**src/rtl/tlb_maint_ctrl_pkg.sv**
```systemverilog
// Shared types for the TLB maintenance sequencer: op codes, request/response
// records and the INVTLB operand limit.
// No ports; imported by the interface, the LFSR and the controller.
package tlb_maint_ctrl_pkg;

  typedef enum logic [2:0] {
    OP_SRCH = 3'd0,
    OP_RD   = 3'd1,
    OP_WR   = 3'd2,
    OP_FILL = 3'd3,
    OP_INV  = 3'd4
  } TlbMaintOpE;

  // Largest INVTLB sub-op the MMU understands; anything above is rejected.
  localparam logic [4:0] INVTLB_OP_MAX = 5'd6;

  // Op is kept as raw bits so codes 5..7 can be latched and echoed back.
  typedef struct packed {
    logic [2:0]  op;
    logic [4:0]  inv_op;
    logic [9:0]  inv_asid;
    logic [18:0] inv_vpn;
  } TlbMaintReqSt;

  // The search index depends on the TLB size, so it lives outside this record.
  typedef struct packed {
    logic        err;
    logic        found;
    logic [31:0] ehi;
    logic [31:0] elo0;
    logic [31:0] elo1;
    logic [31:0] tlbidx;
    logic [9:0]  asid;
  } TlbMaintRspSt;

  function automatic logic req_illegal(input TlbMaintReqSt r);
    return (r.op > 3'(OP_INV)) ||
           ((r.op == 3'(OP_INV)) && (r.inv_op > INVTLB_OP_MAX));
  endfunction

  function automatic logic op_modifies_tlb(input logic [2:0] op);
    return (op == 3'(OP_WR)) || (op == 3'(OP_FILL)) || (op == 3'(OP_INV));
  endfunction

endpackage

```
**src/rtl/tlb_maint_ctrl_if.sv**
```systemverilog
// Commit-stage <-> maintenance-sequencer request/response bundle.
// req_*: op + INVTLB operands with valid/ready; rsp_*: result fields with valid/ready.
// Names carry the controller's point of view (_i into it, _o out of it).
interface tlb_maint_ctrl_if #(
  parameter int IDX_W = 5
) ();
  import tlb_maint_ctrl_pkg::*;

  logic              req_valid_i;
  logic              req_ready_o;
  logic [2:0]        req_op_i;
  logic [4:0]        req_inv_op_i;
  logic [9:0]        req_inv_asid_i;
  logic [18:0]       req_inv_vpn_i;

  logic              rsp_valid_o;
  logic              rsp_ready_i;
  logic [2:0]        rsp_op_o;
  logic              rsp_err_o;
  logic              rsp_found_o;
  logic [IDX_W-1:0]  rsp_idx_o;
  logic [31:0]       rsp_ehi_o;
  logic [31:0]       rsp_elo0_o;
  logic [31:0]       rsp_elo1_o;
  logic [31:0]       rsp_tlbidx_o;
  logic [9:0]        rsp_asid_o;

  modport master (
    output req_valid_i, req_op_i, req_inv_op_i, req_inv_asid_i, req_inv_vpn_i,
    output rsp_ready_i,
    input  req_ready_o,
    input  rsp_valid_o, rsp_op_o, rsp_err_o, rsp_found_o, rsp_idx_o,
    input  rsp_ehi_o, rsp_elo0_o, rsp_elo1_o, rsp_tlbidx_o, rsp_asid_o
  );

  modport slave (
    input  req_valid_i, req_op_i, req_inv_op_i, req_inv_asid_i, req_inv_vpn_i,
    input  rsp_ready_i,
    output req_ready_o,
    output rsp_valid_o, rsp_op_o, rsp_err_o, rsp_found_o, rsp_idx_o,
    output rsp_ehi_o, rsp_elo0_o, rsp_elo1_o, rsp_tlbidx_o, rsp_asid_o
  );

endinterface

```
**src/rtl/tlb_rand_lfsr.sv**
```systemverilog
// Free-running Fibonacci LFSR supplying TLBFILL victim indices.
// Latency: new value every clock; no handshake, never stalls.
// Ports: clk, a_rst_n (async, active low, seeds 1), value_o (current state, never 0).
module tlb_rand_lfsr
  import tlb_maint_ctrl_pkg::*;
#(
  parameter int IDX_W = 5
) (
  input  logic             clk,
  input  logic             a_rst_n,
  output logic [IDX_W-1:0] value_o
);

  logic [IDX_W-1:0] lfsr_q;
  logic [IDX_W-1:0] lfsr_d;
  logic             fb;

  // Maximal-length taps: x^4+x^3+1, x^5+x^3+1, x^6+x^5+1.
  if (IDX_W == 4) begin : g_taps4
    assign fb = lfsr_q[3] ^ lfsr_q[2];
  end else if (IDX_W == 6) begin : g_taps6
    assign fb = lfsr_q[5] ^ lfsr_q[4];
  end else begin : g_taps5
    assign fb = lfsr_q[4] ^ lfsr_q[2];
  end

  assign lfsr_d  = {lfsr_q[IDX_W-2:0], fb};
  assign value_o = lfsr_q;

  always_ff @(posedge clk or negedge a_rst_n) begin
    if (!a_rst_n) begin
      lfsr_q <= {{(IDX_W-1){1'b0}}, 1'b1};
    end else begin
      lfsr_q <= lfsr_d;
    end
  end

endmodule

```
**src/rtl/tlb_maint_ctrl.sv**
```systemverilog
// Sequences TLBSRCH/TLBRD/TLBWR/TLBFILL/INVTLB onto the MMU maintenance ports.
// Latency: strobe 1 cycle after accept, response 3 cycles after (1 on illegal op).
// Backpressure: one op in flight; req_ready_o low until the response is taken.
// Ports: clk/a_rst_n; bus (slave: request in, response out); MMU strobes,
// fill index and INVTLB operands out; MMU search/read results in; refetch_o pulse.
module tlb_maint_ctrl
  import tlb_maint_ctrl_pkg::*;
#(
  parameter  int TLB_ENTRY_NUM = 32,
  localparam int IDX_W         = $clog2(TLB_ENTRY_NUM)
) (
  input  logic             clk,
  input  logic             a_rst_n,
  tlb_maint_ctrl_if.slave  bus,

  output logic             tlbsrch_en_o,
  output logic             tlbwr_en_o,
  output logic             tlbfill_en_o,
  output logic             invtlb_en_o,
  output logic [IDX_W-1:0] rand_idx_o,
  output logic [4:0]       invtlb_op_o,
  output logic [9:0]       invtlb_asid_o,
  output logic [18:0]      invtlb_vpn_o,

  input  logic             tlbsrch_found_i,
  input  logic [IDX_W-1:0] tlbsrch_idx_i,
  input  logic [31:0]      rd_ehi_i,
  input  logic [31:0]      rd_elo0_i,
  input  logic [31:0]      rd_elo1_i,
  input  logic [31:0]      rd_idx_i,
  input  logic [9:0]       rd_asid_i,

  output logic             refetch_o
);

  localparam logic [1:0] ST_IDLE = 2'd0;
  localparam logic [1:0] ST_EXEC = 2'd1;
  localparam logic [1:0] ST_CAPT = 2'd2;
  localparam logic [1:0] ST_RESP = 2'd3;

  logic [1:0]       state_q, state_d;
  TlbMaintReqSt     req_q, req_d, req_in;
  TlbMaintRspSt     rsp_q, rsp_d;
  logic [IDX_W-1:0] idx_q, idx_d;
  logic [IDX_W-1:0] rand_q, rand_d;
  logic [IDX_W-1:0] lfsr_val;

  tlb_rand_lfsr #(.IDX_W(IDX_W)) u_lfsr (
    .clk     (clk),
    .a_rst_n (a_rst_n),
    .value_o (lfsr_val)
  );

  always_comb begin
    req_in          = '0;
    req_in.op       = bus.req_op_i;
    req_in.inv_op   = bus.req_inv_op_i;
    req_in.inv_asid = bus.req_inv_asid_i;
    req_in.inv_vpn  = bus.req_inv_vpn_i;
  end

  always_comb begin
    state_d = state_q;
    req_d   = req_q;
    rsp_d   = rsp_q;
    idx_d   = idx_q;
    rand_d  = rand_q;
    case (state_q)
      ST_IDLE: begin
        if (bus.req_valid_i) begin
          req_d  = req_in;
          // Fill index is frozen here so the MMU sees a stable value in EXEC.
          rand_d = lfsr_val;
          // Clearing on accept makes every field the op does not write read 0.
          rsp_d  = '0;
          idx_d  = '0;
          if (req_illegal(req_in)) begin
            rsp_d.err = 1'b1;
            state_d   = ST_RESP;
          end else begin
            state_d = ST_EXEC;
          end
        end
      end
      ST_EXEC: state_d = ST_CAPT;
      ST_CAPT: begin
        state_d = ST_RESP;
        if (req_q.op == 3'(OP_SRCH)) begin
          rsp_d.found = tlbsrch_found_i;
          idx_d       = tlbsrch_idx_i;
        end else if (req_q.op == 3'(OP_RD)) begin
          rsp_d.ehi    = rd_ehi_i;
          rsp_d.elo0   = rd_elo0_i;
          rsp_d.elo1   = rd_elo1_i;
          rsp_d.tlbidx = rd_idx_i;
          rsp_d.asid   = rd_asid_i;
        end
      end
      ST_RESP: begin
        if (bus.rsp_ready_i) begin
          state_d = ST_IDLE;
        end
      end
      default: state_d = ST_IDLE;
    endcase
  end

  always_ff @(posedge clk or negedge a_rst_n) begin
    if (!a_rst_n) begin
      state_q <= ST_IDLE;
      req_q   <= '0;
      rsp_q   <= '0;
      idx_q   <= '0;
      rand_q  <= '0;
    end else begin
      state_q <= state_d;
      req_q   <= req_d;
      rsp_q   <= rsp_d;
      idx_q   <= idx_d;
      rand_q  <= rand_d;
    end
  end

  // Strobes decode straight from state so the async reset kills them at once.
  logic in_exec, in_resp;
  assign in_exec = (state_q == ST_EXEC);
  assign in_resp = (state_q == ST_RESP);

  assign tlbsrch_en_o  = in_exec && (req_q.op == 3'(OP_SRCH));
  assign tlbwr_en_o    = in_exec && (req_q.op == 3'(OP_WR));
  assign tlbfill_en_o  = in_exec && (req_q.op == 3'(OP_FILL));
  assign invtlb_en_o   = in_exec && (req_q.op == 3'(OP_INV));

  assign rand_idx_o    = tlbfill_en_o ? rand_q        : '0;
  assign invtlb_op_o   = invtlb_en_o  ? req_q.inv_op   : '0;
  assign invtlb_asid_o = invtlb_en_o  ? req_q.inv_asid : '0;
  assign invtlb_vpn_o  = invtlb_en_o  ? req_q.inv_vpn  : '0;

  assign refetch_o     = (state_q == ST_CAPT) && op_modifies_tlb(req_q.op);

  assign bus.req_ready_o  = (state_q == ST_IDLE);
  assign bus.rsp_valid_o  = in_resp;
  assign bus.rsp_op_o     = in_resp ? req_q.op     : '0;
  assign bus.rsp_err_o    = in_resp ? rsp_q.err    : 1'b0;
  assign bus.rsp_found_o  = in_resp ? rsp_q.found  : 1'b0;
  assign bus.rsp_idx_o    = in_resp ? idx_q        : '0;
  assign bus.rsp_ehi_o    = in_resp ? rsp_q.ehi    : '0;
  assign bus.rsp_elo0_o   = in_resp ? rsp_q.elo0   : '0;
  assign bus.rsp_elo1_o   = in_resp ? rsp_q.elo1   : '0;
  assign bus.rsp_tlbidx_o = in_resp ? rsp_q.tlbidx : '0;
  assign bus.rsp_asid_o   = in_resp ? rsp_q.asid   : '0;

endmodule

```
**src/flat_wrapper.sv**
```systemverilog
// flat-port wrapper written by rule: the top's interface ports become plain ports
module tlb_maint_ctrl_flat import tlb_maint_ctrl_pkg::*;
#(
  parameter  int TLB_ENTRY_NUM = 32,
  localparam int IDX_W         = $clog2(TLB_ENTRY_NUM)
)
  (clk, a_rst_n, tlbsrch_en_o, tlbwr_en_o, tlbfill_en_o, invtlb_en_o, rand_idx_o, invtlb_op_o, invtlb_asid_o, invtlb_vpn_o, tlbsrch_found_i, tlbsrch_idx_i, rd_ehi_i, rd_elo0_i, rd_elo1_i, rd_idx_i, rd_asid_i, refetch_o, bus_req_valid_i, bus_req_op_i, bus_req_inv_op_i, bus_req_inv_asid_i, bus_req_inv_vpn_i, bus_rsp_ready_i, bus_req_ready_o, bus_rsp_valid_o, bus_rsp_op_o, bus_rsp_err_o, bus_rsp_found_o, bus_rsp_idx_o, bus_rsp_ehi_o, bus_rsp_elo0_o, bus_rsp_elo1_o, bus_rsp_tlbidx_o, bus_rsp_asid_o);
  tlb_maint_ctrl_if #(.IDX_W(5)) bus_i ();
  input  logic clk;
  input  logic a_rst_n;
  output logic tlbsrch_en_o;
  output logic tlbwr_en_o;
  output logic tlbfill_en_o;
  output logic invtlb_en_o;
  output logic [IDX_W-1:0] rand_idx_o;
  output logic [4:0] invtlb_op_o;
  output logic [9:0] invtlb_asid_o;
  output logic [18:0] invtlb_vpn_o;
  input  logic tlbsrch_found_i;
  input  logic [IDX_W-1:0] tlbsrch_idx_i;
  input  logic [31:0] rd_ehi_i;
  input  logic [31:0] rd_elo0_i;
  input  logic [31:0] rd_elo1_i;
  input  logic [31:0] rd_idx_i;
  input  logic [9:0] rd_asid_i;
  output logic refetch_o;
  input wire logic [$bits(bus_i.req_valid_i)-1:0] bus_req_valid_i;
  input wire logic [$bits(bus_i.req_op_i)-1:0] bus_req_op_i;
  input wire logic [$bits(bus_i.req_inv_op_i)-1:0] bus_req_inv_op_i;
  input wire logic [$bits(bus_i.req_inv_asid_i)-1:0] bus_req_inv_asid_i;
  input wire logic [$bits(bus_i.req_inv_vpn_i)-1:0] bus_req_inv_vpn_i;
  input wire logic [$bits(bus_i.rsp_ready_i)-1:0] bus_rsp_ready_i;
  output wire logic [$bits(bus_i.req_ready_o)-1:0] bus_req_ready_o;
  output wire logic [$bits(bus_i.rsp_valid_o)-1:0] bus_rsp_valid_o;
  output wire logic [$bits(bus_i.rsp_op_o)-1:0] bus_rsp_op_o;
  output wire logic [$bits(bus_i.rsp_err_o)-1:0] bus_rsp_err_o;
  output wire logic [$bits(bus_i.rsp_found_o)-1:0] bus_rsp_found_o;
  output wire logic [$bits(bus_i.rsp_idx_o)-1:0] bus_rsp_idx_o;
  output wire logic [$bits(bus_i.rsp_ehi_o)-1:0] bus_rsp_ehi_o;
  output wire logic [$bits(bus_i.rsp_elo0_o)-1:0] bus_rsp_elo0_o;
  output wire logic [$bits(bus_i.rsp_elo1_o)-1:0] bus_rsp_elo1_o;
  output wire logic [$bits(bus_i.rsp_tlbidx_o)-1:0] bus_rsp_tlbidx_o;
  output wire logic [$bits(bus_i.rsp_asid_o)-1:0] bus_rsp_asid_o;
  assign bus_i.req_valid_i = bus_req_valid_i;
  assign bus_i.req_op_i = bus_req_op_i;
  assign bus_i.req_inv_op_i = bus_req_inv_op_i;
  assign bus_i.req_inv_asid_i = bus_req_inv_asid_i;
  assign bus_i.req_inv_vpn_i = bus_req_inv_vpn_i;
  assign bus_i.rsp_ready_i = bus_rsp_ready_i;
  assign bus_req_ready_o = bus_i.req_ready_o;
  assign bus_rsp_valid_o = bus_i.rsp_valid_o;
  assign bus_rsp_op_o = bus_i.rsp_op_o;
  assign bus_rsp_err_o = bus_i.rsp_err_o;
  assign bus_rsp_found_o = bus_i.rsp_found_o;
  assign bus_rsp_idx_o = bus_i.rsp_idx_o;
  assign bus_rsp_ehi_o = bus_i.rsp_ehi_o;
  assign bus_rsp_elo0_o = bus_i.rsp_elo0_o;
  assign bus_rsp_elo1_o = bus_i.rsp_elo1_o;
  assign bus_rsp_tlbidx_o = bus_i.rsp_tlbidx_o;
  assign bus_rsp_asid_o = bus_i.rsp_asid_o;
  tlb_maint_ctrl #(.TLB_ENTRY_NUM(TLB_ENTRY_NUM)) u_core (.clk(clk), .a_rst_n(a_rst_n), .bus(bus_i), .tlbsrch_en_o(tlbsrch_en_o), .tlbwr_en_o(tlbwr_en_o), .tlbfill_en_o(tlbfill_en_o), .invtlb_en_o(invtlb_en_o), .rand_idx_o(rand_idx_o), .invtlb_op_o(invtlb_op_o), .invtlb_asid_o(invtlb_asid_o), .invtlb_vpn_o(invtlb_vpn_o), .tlbsrch_found_i(tlbsrch_found_i), .tlbsrch_idx_i(tlbsrch_idx_i), .rd_ehi_i(rd_ehi_i), .rd_elo0_i(rd_elo0_i), .rd_elo1_i(rd_elo1_i), .rd_idx_i(rd_idx_i), .rd_asid_i(rd_asid_i), .refetch_o(refetch_o));
endmodule
```
**config.mk**
```make
export PLATFORM = sky130hd
export DESIGN_NAME = tlb_maint_ctrl_flat
export DESIGN_NICKNAME = d
export VERILOG_FILES = /design/src/rtl/tlb_maint_ctrl_pkg.sv /design/src/rtl/tlb_maint_ctrl_if.sv /design/src/rtl/tlb_rand_lfsr.sv /design/src/rtl/tlb_maint_ctrl.sv /design/src/flat_wrapper.sv
export SDC_FILE = /design/constraint.sdc
export NUM_CORES = 1
export LEC_CHECK = 0
export CAP_MARGIN = 0
export CORE_MARGIN = 4
export CORE_UTILIZATION = 31
export CTS_CLUSTER_DIAMETER = 30
export CTS_CLUSTER_SIZE = 30
export DETAILED_ROUTE_END_ITERATION = 6
export PLACE_DENSITY_LB_ADDON = 0.05
export SLEW_MARGIN = 20
export SYNTH_ARGS = -nofsm -noshare
export SYNTH_HDL_FRONTEND = slang
export SYNTH_SLANG_ARGS = --single-unit
```
**constraint.sdc**
```tcl
create_clock -name clk -period 2.3 [get_ports clk]
set_clock_uncertainty 0.15 [all_clocks]
set_input_delay 0.345 -clock clk [delete_from_list [all_inputs] [get_ports clk]]
set_output_delay 0.345 -clock clk [all_outputs]
set_load 0.02 [all_outputs]
```
### Word-level counts from Yosys, hierarchy flattened

Cells that the tools add are included.

* word-level logic and storage cells: 73
* input port bits: 185
* flip-flop bits (word level): 194
* output and inout bits: 194

* order comparisons: 2
* equal/unequal tests: 13
* bitwise gates (word level): 1
* muxes and demuxes: 26
* reduce and logical (&&, ||, !) cells: 16

Operators by type and width (count)
* one-hot mux 139 bit (2 select lines): 1
* two-way mux 138 bit: 2
* two-way mux 139 bit: 1
* two-way mux 32 bit: 4
* two-way mux 5 bit: 5
* two-way mux 10 bit: 2
* two-way mux 19 bit: 1
* one-hot mux 5 bit (2 select lines): 1
* one-hot mux 2 bit (4 select lines): 1
* equality test 3 x 2 -> 1 bit, second input constant: 2
* equality test 3 bit, second input constant: 2
* logical AND 1 bit: 6
* two-way mux 2 bit: 3
* inequality test 2 bit, second input constant: 3
* > comparator 5 x 3 -> 1 bit, second input constant: 1
* equality test 2 bit, second input constant: 2
* two-way mux 1 bit: 4
* inequality test 2 x 1 -> 1 bit, second input constant: 2
* AND reduction 2 bit: 2
* AND reduction 4 bit: 1
* equality test 3 x 1 -> 1 bit, second input constant: 1
* > comparator 3 bit, second input constant: 1
* zero test 3 bit: 1
* logical OR 1 bit: 3
* 6 further kinds: 6

### Logic depth before layout (Yosys ltp)

Gate-level depths: netlist of the first run.

* word-level depth: 6
* depth in mapped cells: 7
* mapped depth without buffers: 5

### Modules after synthesis

From an unflattened synthesis of the first run, not the netlist that was laid out.

* cell total of the unflattened synthesis: 937
* area total of the unflattened synthesis: 9566.7 sq um

By module, submodules not included
* tlb_maint_ctrl: area each 9431.5 sq um, instances 1, cells each 931, sequential area each 4729.5 sq um
* tlb_rand_lfsr: area each 135.1 sq um, instances 1, cells each 6, sequential area each 126.4 sq um

### Worst setup path after synthesis of the first run

No wires, ideal clock.

* path type: register to output
* start point: register u_core.state_q[1]
* end point: output port rand_idx_o[0]
* required time: 1.805 ns
* data arrival time: 1.739 ns
* stages on the path, launching flop included: 6
* buffers on the path: 0
* path slack: 0.066 ns
* path through: dfrtp_1 -> inv_1 -> ha_1 -> nand2_1 -> nor3b_1 -> and2_1

* cells in the longest elaborated chain, start to end: 3

RTL lines
* start: declaration: RTL line tlb_maint_ctrl.sv:41 `logic [1:0] state_q, state_d;`
* start signal: assignment: RTL line tlb_maint_ctrl.sv:116 `state_q <= state_d;`
* equality test 2 x 1 -> 1 bit: RTL line tlb_maint_ctrl.sv:126 `assign in_exec = (state_q == ST_EXEC);`
* logical AND 1 bit: RTL line tlb_maint_ctrl.sv:131 `assign tlbfill_en_o = in_exec && (req_q.op == 3'(OP_FILL));`
* via tlbfill_en_o: RTL line flat_wrapper.sv:13 `output logic tlbfill_en_o;`
* two-way mux 5 bit: RTL line tlb_maint_ctrl.sv:134 `assign rand_idx_o = tlbfill_en_o ? rand_q : '0;`
* end: declaration: RTL line flat_wrapper.sv:15 `output logic [IDX_W-1:0] rand_idx_o;`

The timed path passes the listed nets, and every way through them passes these cells.

### Worst setup path after layout of the first run

* start point: register u_core.state_q[0]
* end point: output port invtlb_vpn_o[7]

* cells in the longest elaborated chain, start to end: 3

RTL lines
* equality test 2 x 1 -> 1 bit: RTL line tlb_maint_ctrl.sv:126
* logical AND 1 bit: RTL line tlb_maint_ctrl.sv:132 `assign invtlb_en_o = in_exec && (req_q.op == 3'(OP_INV));`
* two-way mux 19 bit: RTL line tlb_maint_ctrl.sv:137 `assign invtlb_vpn_o = invtlb_en_o ? req_q.inv_vpn : '0;`
* end: declaration: RTL line flat_wrapper.sv:18 `output logic [18:0] invtlb_vpn_o;`

Every way passes these cells.

==> flow_summary.ini, run 1 <==
[worst_setup_path]
critPathArrivalTime_ps = 1830
crit_path_top_delay_cell = dfrtp_2
worst-path-max-fanout = 18
critPathLaunchType = register
crit_type = reg -> out
reg2regPathDepth = 7
max_stage_delay_ps = 440
path_buf_inv = 3
cp-end-kind = output port
critical-path-top-delay-family = buffers and inverters
cp.required_ps = 1800
timing.reg2reg.setup_slack_ps = 150
path_cells = buf_6 -> ha_4 -> and3_4 -> buf_12 -> and2_1 -> buf_2
crit_cells = 6

[synthesis]
synth_most_common_cell = dfrtp_1
synth.distinct_cells = 29
synth_top_area_share_pct = 57.5
synth_edf_count = 0
yosys_warnings = 0
synth-seq-cells = 194
synth_common_cells = dfrtp_1 (193), and2_1 (189), a22o_1 (144)
synth_top_area_cell = dfrtp_1
syn_inst = 661
synth_nets = 850
seq_area_frac_synth_pct = 57.8
yosys-top-cells-area = dfrtp_1 (58%), a22o_1 (15%), and2_1 (14%)
syn_area_sq_um = 8400
synthArstFlopShare_pct = 100
synth_ff_type = dfrtp_1
syn_avg_cell_area_sq_um = 12.7

[global_route]
grt_usage_pct = 18.1
grt_pass1_wl_microns = 42600
grt.overflow.total = 0
antenna_found_initial = 5
grt_pass1_vias = 6943
grt_max_degree = 72

[placement]
io_buffers = 378
pre_cts_slack_ps = -36.8
gp_congestion = 0.736
placed_area_sq_um = 12600
place_hpwl_microns = 18900

[route]
drt_iter0_drc = 282
post_drt_wl_per_cell_microns = 20.1
postRouteWirelength_microns = 27900
drc_errors = 0
ant_nets = 0
vias = 6583
dr.pass1.iters = 4
via_per_inst = 4.75

[sta]
setup_tns_ps = -343
layout_setup_ws_ps = -22.1
fmax_ghz = 0.431
setup_violations = 40
worst_pin_slew_ps = 488
final-hold-violation-count = 0
timing.final.crit_share_pct = 101
slew_headroom_pct = 67.4
rsz0062_at_grt = true
slew_violations = 0
post-route-min-period_ps = 2320

[power_and_ir_drop]
p_int_mw = 9.48
p_seq_share_pct = 39.5
power.share.clock_pct = 19.4
leakage_nw = 6.29
cellPowerDensity_nw_per_um2 = 1170
switching_power_mw = 5.37
combPwrFrac_pct = 41.1
total_power_mw = 14.9
irDropWorstVdd_mv = 0.466
swShare_pct = 36.2

[cells_and_area]
area_growth_syn_to_layout_pct = 51.7
fillCellCount = 2516
fin_area_sq_um = 12700
fin_nets = 1224
drive_gt1_share_pct = 31.2
final_util_pct = 48.3

[outcome]
failed_checks = negative setup slack
status = finished with violations

[floorplanning]
fp-row-count = 59
die-width_microns = 173
die_area_sq_um = 29800
dieHeight_microns = 173
core_region_area_sq_um = 26400
start_util_pct = 31.9
pin_count = 379

[clock_tree]
cts_tree = built
cts_sinks = 194
cts_root_buf = clkbuf_16
clk_latency_ps = 430
cts-htree-levels = 4
clk_pin_slew_worst_paths_ps = 80
clock_path_buffers = 2
cts-buffers-inserted = 17

[job]
drv_cap = 0

[hold_path]
min_path_type = reg -> reg
hold_path_depth = 0
==> flip-flops by register name (all words and copies together), names as in the netlist <==
signal,flops
u_core.idx_q,5
u_core.rand_q,5
u_core.req_q,37
u_core.rsp_q,140
u_core.u_lfsr.value_o,5
u_core.state_q,2
==> per-layer routing <==
metal / GRT usage, % / routed length, microns / share of wire [%] / up-vias
li1: - / - / - / 3073
met1: 22.9 / 11800 / 42 / 3251
met2: 29.8 / 13600 / 49 / 235
met3: 5.83 / 2030 / 7.3 / 22
met4: 5.22 / 471 / 1.7 / 2
met5: 0 / 14 / 0.050 / -
==> layout make-up <==
type	instances	area [sq um]	area share (%)
Antenna cell	4	10.0	0.0786
Clock buffer	18	429	3.37
Clock inverter	12	115	0.904
Inverter	3	11.3	0.0884
Multi-Input combinational cell	408	3270	25.7
Sequential cell	194	4860	38.1
Tap cell	335	419	3.29
Timing Repair Buffer	411	3620	28.4
==> power groups by stage <==
| stage | combinational (mW) | clock (mW) | sequential, mW |
|---|---|---|---|
| after floorplan | 4.03 | 0 | 5.60 |
| after global placement | 6.31 | 0 | 5.89 |
| after detailed placement | 6.36 | 0 | 5.87 |
| after CTS | 6.16 | 2.97 | 5.86 |
| after global routing | 6.66 | 3.11 | 6.09 |
| final | 6.11 | 2.88 | 5.87 |
==> cells by family (layout without fill, tap and decap cells) <==
group                      count (synthesis)  after routing  synth area share (%)
AOI/OAI and AO/OA                        151            151                  15.6
xor gates and xnor gates                   1              1                 0.104
adders and majority gates                  4              4                 0.596
buffers and inverters                     59            444                  4.49
DFF                                      194            194                  57.8
muxes                                     44             44                  5.87
other                                      0              4                     0
and+or+nand+nor                          208            208                  15.5
==> stage by stage <==
stage / hold WS (ps) / cells
2_1_floorplan: -101 / 661
3_3_place_gp: 176 / 1343
3_5_place_dp: 176 / 1343
4_1_cts: 225 / 1377
5_1_grt: 229 / 1385
6_report: 228 / 1385
==> cell usage in the layout (no fill, tap or decap), types with 2 or more instances in the layout <==
master / count
and3_1: 2
nor2_1: 2
and2_1: 166
clkdlybuf4s50_1: 183
dfrtp_1: 192
inv_8: 4
clkdlybuf4s15_2: 3
a22o_1: 144
ha_4: 2
buf_2: 112
mux2_2: 42
buf_4: 31
clkbuf_16: 20
clkdlybuf4s15_1: 2
and2_4: 23
buf_12: 16
clkbuf_2: 23
nand2_1: 2
o21ai_0: 2
mux2i_1: 2
nor3_1: 2
inv_6: 3
buf_6: 32
inv_1: 3
dlygate4sd2_1: 2
clkinv_4: 5
nand2b_1: 3
diode_2: 4
==> timing repair <==
action,4_1_cts,5_1_grt
gates cloned,1,3
pin swaps,1,15
endpoints found under the setup margin,194,156
hold buffers,1,0
hold endpoints to repair,37,0
gates resized for setup,645,223
setup buffers,2,2
==> worst paths after layout <==
check                                          from                       end
setup reg to reg                  u_core.state_q[0]         u_core.rsp_q[103]
hold reg to reg            u_core.u_lfsr.value_o[3]  u_core.u_lfsr.value_o[4]
min in group asynchronous                   a_rst_n         u_core.rsp_q[124]
max in group asynchronous                   a_rst_n  u_core.u_lfsr.value_o[0]
hold / removal             u_core.u_lfsr.value_o[3]  u_core.u_lfsr.value_o[4]
setup / recovery                  u_core.state_q[0]           invtlb_vpn_o[7]
Power figures use the tool's default switching activity.
==> run 2: changes to the inputs <==
CELL_PAD_IN_SITES_DETAIL_PLACEMENT = 1   (was unset)
CELL_PAD_IN_SITES_GLOBAL_PLACEMENT = 2   (was unset)
CORE_UTILIZATION = 26   (was 31)
==> flow_summary.ini, run 2 (synthesized netlist as in run 1, its figures left out) <==
[placement]
place_inst = 1414
io_buffers = 378
placed_area_sq_um = 12800
gp_congestion = 0.727
place_hpwl_microns = 20700

[cells_and_area]
finalNonFillerCells = 1477
top_regs = u_core.rsp_q: 140 flops, u_core.req_q: 37 flops
fin_area_sq_um = 14500
diodes = 0
layout_common_cells = dfrtp_1 (193), clkdlybuf4s50_1 (183), buf_6 (168), and2_4 (154), a22o_1 (144)
drive_gt1_share_pct = 45.9
area_growth_syn_to_layout_pct = 72.7
final_common_cell = dfrtp_1
fin_nets = 1251
regMostFlops = u_core.rsp_q
largest_reg_flops = 140

[global_route]
grt_pass1_wl_microns = 47500
grt_usage_pct = 17.5
grt_pass1_vias = 7276
antenna_found_initial = 0
grt.overflow.total = 0
grt_max_degree = 68

[power_and_ir_drop]
swShare_pct = 34.3
switching_power_mw = 6.02
power.share.clock_pct = 20.0
leakage_nw = 6.87
irDropWorstVdd_mv = 0.597
combPwrFrac_pct = 46.0
cellPowerDensity_nw_per_um2 = 1210
p_int_mw = 11.5
p_seq_share_pct = 33.9

[clock_tree]
cts_sinks = 194
cts-buffers-inserted = 17
cts_tree = built
clk_latency_ps = 440
clk_pin_slew_worst_paths_ps = 80
cts_root_buf = clkbuf_16
cts-htree-levels = 4
clock_path_buffers = 2

[route]
via_per_inst = 4.61
ant_nets = 0
drc_errors = 0
drt_iter0_drc = 211
dr.pass1.iters = 4
postRouteWirelength_microns = 32000
post_drt_wl_per_cell_microns = 21.7
vias = 6811

[outcome]
status = finished with violations
failed_checks = negative setup slack

[sta]
rsz0062_at_grt = true
final-hold-violation-count = 0
post-route-min-period_ps = 2350
worst_pin_slew_ps = 481
fmax_ghz = 0.425
fin_hold_ws_ps = 235
setup_violations = 56
timing.final.crit_share_pct = 102
slew_headroom_pct = 67.8
slew_violations = 0
layout_setup_ws_ps = -52.1
setup_tns_ps = -1750

[worst_setup_path]
crit_type = reg -> out
critPathArrivalTime_ps = 1860
worst-path-max-fanout = 7
cp-end-kind = output port
critPathLaunchType = register
timing.reg2reg.setup_slack_ps = 200
cp.required_ps = 1800

[job]
drv_cap = 0

[floorplanning]
start_util_pct = 26.5
fp-row-count = 65
core_region_area_sq_um = 31700
pin_count = 379
die_area_sq_um = 35200
die-width_microns = 188
dieHeight_microns = 188

[hold_path]
min_path_type = in -> async
-- run 2: through the flow --
step | worst slack [ps] | util, % | total power, mW
after floorplan | 66.1 | - | 9.63
after global placement | -13.7 | 40.2 | 12.3
after detailed placement | -29.2 | 40.2 | 12.4
after CTS | -157 | 42.5 | 16.8
after global routing | -134 | 45.7 | 18.6
final | -52.1 | 45.7 | 17.5
-- run 2: final timing paths --
kind / startpoint / endpoint / cells after the start
max: u_core.state_q[0] / bus_rsp_elo0_o[9] / 7
max reg2reg: u_core.req_q[35] / u_core.rsp_q[67] / 6
min in group clk: u_core.u_lfsr.value_o[1] / u_core.u_lfsr.value_o[2] / 0
max in group asynchronous: a_rst_n / u_core.u_lfsr.value_o[0] / 3
min: a_rst_n / u_core.rsp_q[127] / 2
min reg2reg: u_core.u_lfsr.value_o[1] / u_core.u_lfsr.value_o[2] / 0
-- run 2: area by class of cell --
| type | count | area, sq um |
|---|---|---|
| fillers | 3276 | 17200 |
| flip-flops and latches | 194 | 4860 |
| repair buffers | 438 | 4840 |
| multi-input cells | 408 | 3610 |
| well taps | 402 | 503 |
| clock buffers | 17 | 425 |
| clock inverters | 15 | 253 |
| inverters | 3 | 11.3 |
-- run 2: layer usage --
metal  track usage, %  part of all wire [%]
met1             22.4                    44
met3             6.63                   7.3
met4             3.87                  0.98
met2             28.6                    48
met5                0                     0
-- run 2: power by group through the flow --
stage                     Combinational, mW  Sequential (mW)  Clock, mW
after global routing                   8.68             6.16       3.77
after detailed placement               6.49             5.87          0
after floorplan                        4.03             5.60          0
after global placement                 6.45             5.85          0
final                                  8.06             5.95       3.51
after CTS                              7.34             5.83       3.64
-- run 2: what timing repair did --
action,CTS,global route
hold buffers,1,0
setup buffers,15,4
gates cloned,9,7
endpoints found under the setup margin,192,192
gates resized for setup,965,341
hold endpoints to repair,33,0
pin swaps,1,104
-- run 2: critical path, stage by stage (launching register included) --
cell,delay (ps)
dfrtp_1,400
buf_6,130
ha_4,170
buf_12,160
buf_16,150
buf_6,110
and2_4,150
buf_6,120
